==> config.mk <==
export PLATFORM = sky130hd
export DESIGN_NAME = register
export DESIGN_NICKNAME = d
export VERILOG_FILES = /design/src/rtl/register_pkg.sv /design/src/rtl/register.sv
export SDC_FILE = /design/constraint.sdc
export NUM_CORES = 1
export LEC_CHECK = 0
export BUFFER_PORTS_ARGS = -buffer_cell sky130_fd_sc_hd__buf_2
export CORE_AREA = 4 4 41 43
export CTS_BUF_LIST = sky130_fd_sc_hd__clkbuf_4 sky130_fd_sc_hd__clkbuf_8
export CTS_CLUSTER_SIZE = 30
export DETAILED_ROUTE_END_ITERATION = 8
export DIE_AREA = 0 0 45 47
export PLACE_DENSITY = 0.51
export SLEW_MARGIN = 10
export SYNTH_ARGS = -nofsm -noshare
export SYNTH_HDL_FRONTEND = slang
export SYNTH_SLANG_ARGS = --single-unit
export TNS_END_PERCENT = 30
==> constraint.sdc <==
create_clock -name clk -period 2 [get_ports clk]
set_clock_uncertainty 0.15 [all_clocks]
set_input_delay 0.1 -clock clk [delete_from_list [all_inputs] [get_ports clk]]
set_output_delay 0.1 -clock clk [all_outputs]
set_load 0.005 [all_outputs]
==> src/rtl/register_pkg.sv <==
// Shared function-select encodings for the register block and its bench.
package register_pkg;

    localparam logic [1:0] FS_CLEAR = 2'b00;
    localparam logic [1:0] FS_LOAD  = 2'b01;
    localparam logic [1:0] FS_DEC   = 2'b10;
    localparam logic [1:0] FS_INC   = 2'b11;

endpackage

==> src/rtl/register.sv <==
// Loadable up/down register: clear, load, decrement or increment when enabled.
module register
    import register_pkg::*;
#(
    parameter int NBits = 4
) (
    input  logic             clk,
    input  logic             rst,
    input  logic [1:0]       funsel,
    input  logic             e,
    input  logic [NBits-1:0] i,
    output logic [NBits-1:0] q
);

    logic [NBits-1:0] nxt;

    // Unknown e or funsel falls to the default arms so simulation shows X on q.
    always_comb begin
        nxt = q;
        case (e)
            1'b0: nxt = q;
            1'b1: begin
                case (funsel)
                    FS_CLEAR: nxt = '0;
                    FS_LOAD:  nxt = i;
                    FS_DEC:   nxt = q - NBits'(1);
                    FS_INC:   nxt = q + NBits'(1);
                    default:  nxt = 'x;
                endcase
            end
            default: nxt = 'x;
        endcase
    end

    always_ff @(posedge clk or posedge rst) begin
        if (rst) begin
            q <= '0;
        end else begin
            q <= nxt;
        end
    end

endmodule

==> results of run 1 <==
## routing by layer
layer	GRT usage [%]	up-vias	share of wire [%]	wire length, µm
li1	-	165	-	-
met1	9.68	151	40	318
met2	15.5	7	55	431
met3	1.92	0	4.8	38
met4	8.77	0	0	0
met5	0	-	0	0
## cell families after synthesis
kind of cell	count (synthesis)	share of synthesized area, %
adders and majority gates	3	14.2
buffers and inverters	3	3.56
and+or+nand+nor	15	26.9
xor gates and xnor gates	1	2.77
DFF	4	31.6
AOI/OAI and AO/OA	8	20.9
## stage by stage
step / hold WS, ns / area [µm²] / power, mW / util, % / std cells
2_1_floorplan: -0.284 / 317 / 0.189 / - / 34
3_3_place_gp: -0.159 / 395 / 0.237 / 30.4 / 61
3_5_place_dp: -0.159 / 395 / 0.233 / 30.4 / 61
4_1_cts: 0.00469 / 458 / 0.344 / 35.2 / 68
5_1_grt: 0.0495 / 458 / 0.371 / 35.2 / 68
6_report: 0.0102 / 458 / 0.339 / 35.2 / 68
## what timing repair did
action                    CTS  global route
hold endpoints to repair    7             0
hold buffers                4             0
gates resized for setup     0             0
## worst register-to-register path, delay by kind of cell (launching register included)
| kind | cells | cell delay, ns |
|---|---|---|
| adder cells (fa/ha/maj) | 1 | 0.36 |
| AO/OA/AOI/OAI | 2 | 0.44 |
| flip-flops | 1 | 0.40 |
| AND/OR/NAND/NOR | 2 | 0.20 |
## worst max path at each step
| stage | startpoint | to | cells after the start |
|---|---|---|---|
| after floorplan | q[0] | q[2] | 4 |
| after global placement | funsel[1] | q[3] | 7 |
| after detailed placement | q[2] | q[3] | 5 |
| after CTS | q[2] | q[3] | 5 |
| after global routing | q[2] | q[3] | 5 |
| final | q[2] | q[3] | 5 |
## report_power, final
part	switching, mW	total (mW)	internal, mW
Clock	0.0325	0.0996	0.0671
Sequential	0.0222	0.121	0.0983
Combinational	0.0586	0.119	0.0607
## placed cells by master, fill, tap and decap left out
master / synthesis / layout
xor2_1: 1 / 1
nand3b_1: 1 / 1
and3_1: 1 / 1
nor3_1: 1 / 1
dfrtp_1: 4 / 4
buf_2: 0 / 12
inv_1: 3 / 3
nand2_1: 1 / 1
dlygate4sd3_1: 0 / 4
nor2_1: 5 / 5
nand4_1: 1 / 1
a2111oi_2: 1 / 1
fa_1: 1 / 1
a221oi_1: 3 / 3
nand3_1: 2 / 2
clkbuf_4: 0 / 3
and2b_2: 1 / 1
nand2_2: 1 / 1
a21oi_1: 3 / 3
and4bb_2: 1 / 1
ha_1: 2 / 2
a21bo_2: 1 / 1
## area by class of cell
class / instances / area share, %
Tap cell: 15 / 4.10
Inverter: 3 / 2.46
Sequential cell: 4 / 21.9
Multi-Input combinational cell: 27 / 44.8
Timing Repair Buffer: 16 / 21.9
Clock buffer: 3 / 4.92
==> flow_summary.ini, run 1 <==
[die]
die_w_um = 45
io_pins = 13
fp.dieH_um = 47
die_area_mm2 = 0.00212
start_util_pct = 24.3
rows = 13
coreArea_mm2 = 0.00130

[setup_path]
required_ns = 1.96
worst-r2r-cell-count = 5
rrSetupSlack_ns = 0.32
cp.arrival_ns = 1.64
worst_path_largest_cell_delay_ns = 0.40
timing.rr.start = q[2]
cp_slowest_cell = dfrtp_1
cp.buffers_inverters = 0
cp-start-kind = register
crit_chain = ha_1, a21oi_1, a2111oi_2, nor2_1, nand3_1
worst_r2r_endpoint = q[3]
worstPathMaxFanout = 4
critPathKind = register to register
critPathTopFamily = compound AO/OA/AOI/OAI gates
end_kind = register

[clocking]
cts_buffers = 3
cts_setup_buffers = 0
cts.sinks = 4
cts_tree = done
clk_pin_slew_ns = 0.04
clk-insertion-delay-late_ns = 0.23
cts_buffer_depth = 2
cts-root-buf = clkbuf_4
htreeDepth = 1

[sta]
final.period_utilization_pct = 83.9
hold_violations = 0
timing.fmax_mhz = 596
max_slew_margin_pct = 78.2
setup_slack_ns = 0.322
finalCriticalPeriod_ns = 1.68
setup_viol_count_final = 0
fin_tns_setup_ns = 0
rsz0062_at_grt = false
finalMaxSlewViolations = 0
worst_slew_pin_slew_ns = 0.327

[synthesis]
synth_area_leaders = dfrtp_1 (32%), a221oi_1 (8.3%), ha_1 (7.9%)
synth-edff-count = 0
synth_area_um2 = 317
yosys.area.top_type = dfrtp_1
yosysTopAreaCellShare_pct = 31.6
synthCells = 34
synth_warnings = 0
syn_avg_cell_area_um2 = 9.31
yosys_most_used_dff = dfrtp_1
synth_seq_cells = 4
synth_common_cells = nor2_1 (5), dfrtp_1 (4), a21oi_1 (3), a221oi_1 (3), inv_1 (3)
ys_async_sr_fraction_pct = 100
ys_types = 19
yosys.cell_count.top_type = nor2_1
synth.net_count = 46
synth-seq-area-share_pct = 31.6

[job]
max-cap-violations = 0

[min_path]
worstHoldPathCells = 3
hold_path_class = primary input to register
hp-start = e
holdPathEnd = q[1]

[placement]
dp_slack_ns = 0.326
port_buffers = 12
hpwl_um = 617
place.gp.congestion = 0.690

[route]
detail-route-antenna-nets = 0
via_count = 323
drt_iter0_drc = 4
drt-total-wl_um = 788
wl_per_cell_um = 11.6
via_per_inst = 4.75
drc_errors = 0
first_pass_iters = 3

[finish]
fillCellCount = 141
insertedDiodeCount = 0
multi_input_area_um2 = 205
nets = 67
largest_register = q
largest_reg_flops = 4
syn2layout_area_growth_pct = 44.7
drive_gt1_share_pct = 37.7
top_regs = q x4
seq_area_um2 = 100

[pwr]
power_density_mw_per_mm2 = 741
vdd_ir_drop_max_mv = 0.277
p_leak_nw = 0.218

[global_route]
grt_pass1_wl_mm = 1.34
overflow = 0
grt_max_degree = 9
antenna_found_initial = 0
grt_pass1_vias = 300
grt_use_total_pct = 9.29

[status]
status = complete, no violations
No activity file was read; power rests on OpenSTA's default activity.
==> run 2, diff against run 1 <==
ABC_AREA = 1   (was unset)
PLACE_DENSITY = 0.52   (was 0.51)
clock period = 1.55 ns   (was 2 ns; I/O delays follow)
==> flow_summary.ini, run 2 <==
[finish]
drive_gt1_share_pct = 32.9
layout_common_cells = nand2_1 (12), buf_2 (12), nand3_1 (8)
utilization_pct = 39.9
insertedDiodeCount = 0
top_regs = q x4
nets = 84
largest_reg_flops = 4
largest_register = q
instances_no_fill = 85
syn2layout_area_growth_pct = 57.8

[die]
io_pins = 13
die_w_um = 45
coreArea_mm2 = 0.00130
die_area_mm2 = 0.00212
rows = 13
fp.dieH_um = 47
start_util_pct = 25.3

[sta]
max_slew_margin_pct = 88.7
finalCriticalPeriod_ns = 1.45
fin_tns_setup_ns = 0
hold_slack_ns = 0.0261
setup_viol_count_final = 0
timing.fmax_mhz = 689
rsz0062_at_grt = false
final.period_utilization_pct = 93.6
finalMaxSlewViolations = 0
worst_slew_pin_slew_ns = 0.170
hold_violations = 0
setup_slack_ns = 0.0985

[synthesis]
synth_area_um2 = 329
synth_warnings = 0
synth_area_leaders = dfrtp_1 (30%), nand2_1 (14%), nand3_1 (12%)
synth_common_cells = nand2_1 (12), nand3_1 (8), nor2_1 (5), dfrtp_1 (4), inv_1 (4)
yosysTopAreaCellShare_pct = 30.4
synth_seq_cells = 4
synth.net_count = 59
synthCells = 47
synth-seq-area-share_pct = 30.4
synth-edff-count = 0
yosys.cell_count.top_type = nand2_1
ys_async_sr_fraction_pct = 100
syn_avg_cell_area_um2 = 7.00
yosys.area.top_type = dfrtp_1
ys_types = 15
yosys_most_used_dff = dfrtp_1

[pwr]
combPwrFrac_pct = 40.0
power.switching_mw = 0.151
switching_share_pct = 33.2
p_seq_share_pct = 31.2
p_clk_share_pct = 28.8
vdd_ir_drop_max_mv = 0.399
power_density_mw_per_mm2 = 878
internal_power_mw = 0.305
p_leak_nw = 0.263

[min_path]
hp-start = funsel[1]
hold_path_class = primary input to register
holdPathEnd = q[1]
worstHoldPathCells = 3

[global_route]
grt_max_degree = 9
grt_use_total_pct = 10.8
antenna_found_initial = 0
grt_pass1_vias = 346
overflow = 0
grt_pass1_wl_mm = 1.55

[setup_path]
worst_path_largest_cell_delay_ns = 0.41
critPathTopFamily = simple AND/OR/NAND/NOR gates
timing.rr.start = q[2]
cp.arrival_ns = 1.42
required_ns = 1.52
cp_slowest_cell = dfrtp_1
worst-r2r-cell-count = 6
cp.buffers_inverters = 0
critPathKind = register to register
rrSetupSlack_ns = 0.1
crit_chain = ha_4, or2_2, nand2_1, nand2_1, nand3_1, a21oi_2
worstPathMaxFanout = 3
end_kind = register
worst_r2r_endpoint = q[3]
cp-start-kind = register
cp_common_cell = nand2_1

[clocking]
cts_setup_buffers = 0
cts_buffer_depth = 2
cts.sinks = 4
cts_tree = done
cts-root-buf = clkbuf_4
clk_pin_slew_ns = 0.04
clk-insertion-delay-late_ns = 0.23
cts_buffers = 3
htreeDepth = 1

[route]
drc_errors = 0
via_count = 377
detail-route-antenna-nets = 0
via_per_inst = 4.44
first_pass_iters = 2
wl_per_cell_um = 10.2
drt-total-wl_um = 864
drt_iter0_drc = 3

[placement]
dp_slack_ns = 0.0468
hpwl_um = 693
dpl.cell_count = 77
place.gp.congestion = 0.745
port_buffers = 12

[status]
status = complete, no violations

[job]
max-cap-violations = 0
==> run 2: power groups by stage <==
stage	registers [mW]	logic, mW	clock network [mW]
global route	0.147	0.213	0.146
CTS	0.141	0.177	0.138
floorplan	0.143	0.0979	0
finish	0.142	0.182	0.131
detailed placement	0.142	0.165	0
global placement	0.141	0.167	0
==> run 2: layer usage <==
layer | part of all wire (%) | GRT usage [%]
met1 | 47 | 12.9
met2 | 45 | 14.4
met3 | 6.3 | 4.21
met4 | 0.93 | 10.5
met5 | 0 | 0
==> run 2: timing repair <==
| item | 4_1_cts | 5_1_grt |
|---|---|---|
| endpoints found under the hold margin | 7 | 0 |
| setup endpoints to repair | 0 | 1 |
| resized for setup | 0 | 1 |
| hold buffers | 5 | 0 |
==> run 2: logic make-up (layout without fill, tap and decap cells) <==
family / count (synthesis) / after routing / synth area share [%]
simple gates: 28 / 28 / 37.3
buf+inv: 5 / 28 / 5.70
flops: 4 / 4 / 30.4
compound gates: 7 / 7 / 12.9
fa+ha+maj: 3 / 3 / 13.7
==> run 2: worst min-delay path, delay by kind of cell <==
| kind | cells | cell delay (ns) |
|---|---|---|
| buffers and inverters | 1 | 0.14 |
| AO/OA/AOI/OAI | 1 | 0.08 |
| AND/OR/NAND/NOR | 1 | 0.07 |
==> run 2: worst max path at each step <==
| stage | endpoint | startpoint | cells after the start |
|---|---|---|---|
| floorplan | q[3] | q[2] | 6 |
| global placement | q[3] | q[2] | 6 |
| detailed placement | q[3] | q[2] | 6 |
| CTS | q[3] | q[2] | 6 |
| global route | q[3] | q[2] | 6 |
| finish | q[3] | q[2] | 6 |
==> run 2: metrics by stage <==
step	total power [mW]	instance area (µm²)
2_1_floorplan	0.241	329
3_3_place_gp	0.308	434
3_5_place_dp	0.307	434
4_1_cts	0.456	507
5_1_grt	0.506	519
6_report	0.456	519
==> run 2: area by class of cell <==
cell class	instances	area [µm²]
flip-flops and latches	4	100
multi-input cells	38	223
clock buffers	3	22.5
inverters	4	15.0
well taps	15	18.8
fillers	144	782
repair buffers	21	140
==> run 3, diff against run 2 <==
CTS_BUF_LIST = sky130_fd_sc_hd__clkbuf_4   (was sky130_fd_sc_hd__clkbuf_4 sky130_fd_sc_hd__clkbuf_8)
RECOVER_POWER = 50   (was unset)
==> flow_summary.ini, run 3 (synthesis results as in run 2) <==
[status]
status = complete, no violations

[route]
detail-route-antenna-nets = 0
drt-total-wl_um = 867
via_per_inst = 4.44
drt_iter0_drc = 3
wl_per_cell_um = 10.2
first_pass_iters = 2
via_count = 377
drc_errors = 0

[finish]
top_regs = q x4
insertedDiodeCount = 0
final_common_cell = nand2_1
final_cell_area_um2 = 518
largest_register = q
largest_reg_flops = 4
syn2layout_area_growth_pct = 57.4
fillCellCount = 144
layout_common_cells = nand2_1 (12), buf_2 (11), nand3_1 (8)
drive_gt1_share_pct = 31.4
nets = 84

[clocking]
clk-insertion-delay-late_ns = 0.23
cts-root-buf = clkbuf_4
cts_setup_buffers = 0
cts_tree = done
cts_buffer_depth = 2
cts_buffers = 3
cts.sinks = 4
htreeDepth = 1
clk_pin_slew_ns = 0.04

[sta]
final.period_utilization_pct = 93.6
setup_viol_count_final = 0
worst_slew_pin_slew_ns = 0.170
finalMaxSlewViolations = 0
rsz0062_at_grt = false
finalCriticalPeriod_ns = 1.45
timing.fmax_mhz = 689
fin_tns_setup_ns = 0
max_slew_margin_pct = 88.7
hold_violations = 0
hold_slack_ns = 0.0261

[global_route]
antenna_found_initial = 0
grt_use_total_pct = 10.8
grt_pass1_wl_mm = 1.55
grt_pass1_vias = 346
grt_max_degree = 9
overflow = 0

[setup_path]
worst-r2r-cell-count = 6
cp-start-kind = register
startpoint = q[2]
end_kind = register
cp.arrival_ns = 1.42
rrSetupSlack_ns = 0.1
required_ns = 1.52
timing.rr.start = q[2]
crit_end = q[3]
worstPathMaxFanout = 3
worst_r2r_endpoint = q[3]
critPathKind = register to register

[die]
coreArea_mm2 = 0.00130
io_pins = 13
rows = 13
die_area_mm2 = 0.00212
die_w_um = 45
fp.dieH_um = 47
start_util_pct = 25.3

[min_path]
hold_path_class = primary input to register

[pwr]
p_leak_nw = 0.261
power_density_mw_per_mm2 = 879
vdd_ir_drop_max_mv = 0.399

[placement]
dpl_cell_area_um2 = 434
port_buffers = 12
hpwl_um = 693
place.gp.congestion = 0.745

[job]
max-cap-violations = 0
[run 3: area by class of cell]
cell class | instances | area, µm² | area share, %
clock buffer | 3 | 22.5 | 4.35
inverter | 4 | 15.0 | 2.90
multi-input combinational | 38 | 223 | 43.0
sequential | 4 | 100 | 19.3
tap | 15 | 18.8 | 3.62
timing repair buffer | 21 | 139 | 26.8
[run 3: how the worst min path moves through the flow]
stage	start	endpoint	slack (ns)	depth (start not counted)
global placement	rst	q[1]	-0.18	2
detailed placement	rst	q[1]	-0.17	2
CTS	funsel[1]	q[3]	0.02	3
global route	funsel[1]	q[3]	0.04	3
floorplan	rst	q[0]	-0.31	1
finish	funsel[1]	q[1]	0.03	3
[run 3: metal layers]
layer  track usage, %  part of all wire (%)  vias up
met5                0                     0        -
li1                 -                     -      206
met1             12.9                    47      160
met4             10.5                  0.92        0
met3             4.21                   6.2        2
met2             14.4                    45        9
[run 3: metrics by stage]
| stage | total power [mW] | setup WS, ns | instances | utilization, % |
|---|---|---|---|---|
| after floorplan | 0.241 | 0.0568 | 47 | - |
| after global placement | 0.308 | 0.0701 | 77 | 33.4 |
| after detailed placement | 0.307 | 0.0468 | 77 | 33.4 |
| after CTS | 0.456 | 0.0366 | 85 | 38.9 |
| after global routing | 0.505 | 0.0276 | 85 | 39.8 |
| final | 0.455 | 0.0985 | 85 | 39.8 |
[run 3: repair_timing]
action                                 4_1_cts  5_1_grt
setup endpoints to repair                    0        1
hold buffers                                 5        0
resized for setup                            0        1
endpoints found under the hold margin        7        0
[run 3: worst max-delay path, stage by stage (launching register included)]
cell and delay (ns):
dfrtp_1 0.41, ha_4 0.26, or2_2 0.26, nand2_1 0.06, nand2_1 0.05, nand3_1 0.09
a21oi_2 0.05
[run 3: where the power goes]
part           switching [mW]  internal, mW  leakage, nW
registers              0.0208         0.122       0.0463
clock network          0.0446        0.0868       0.0138
logic                  0.0861        0.0951        0.201
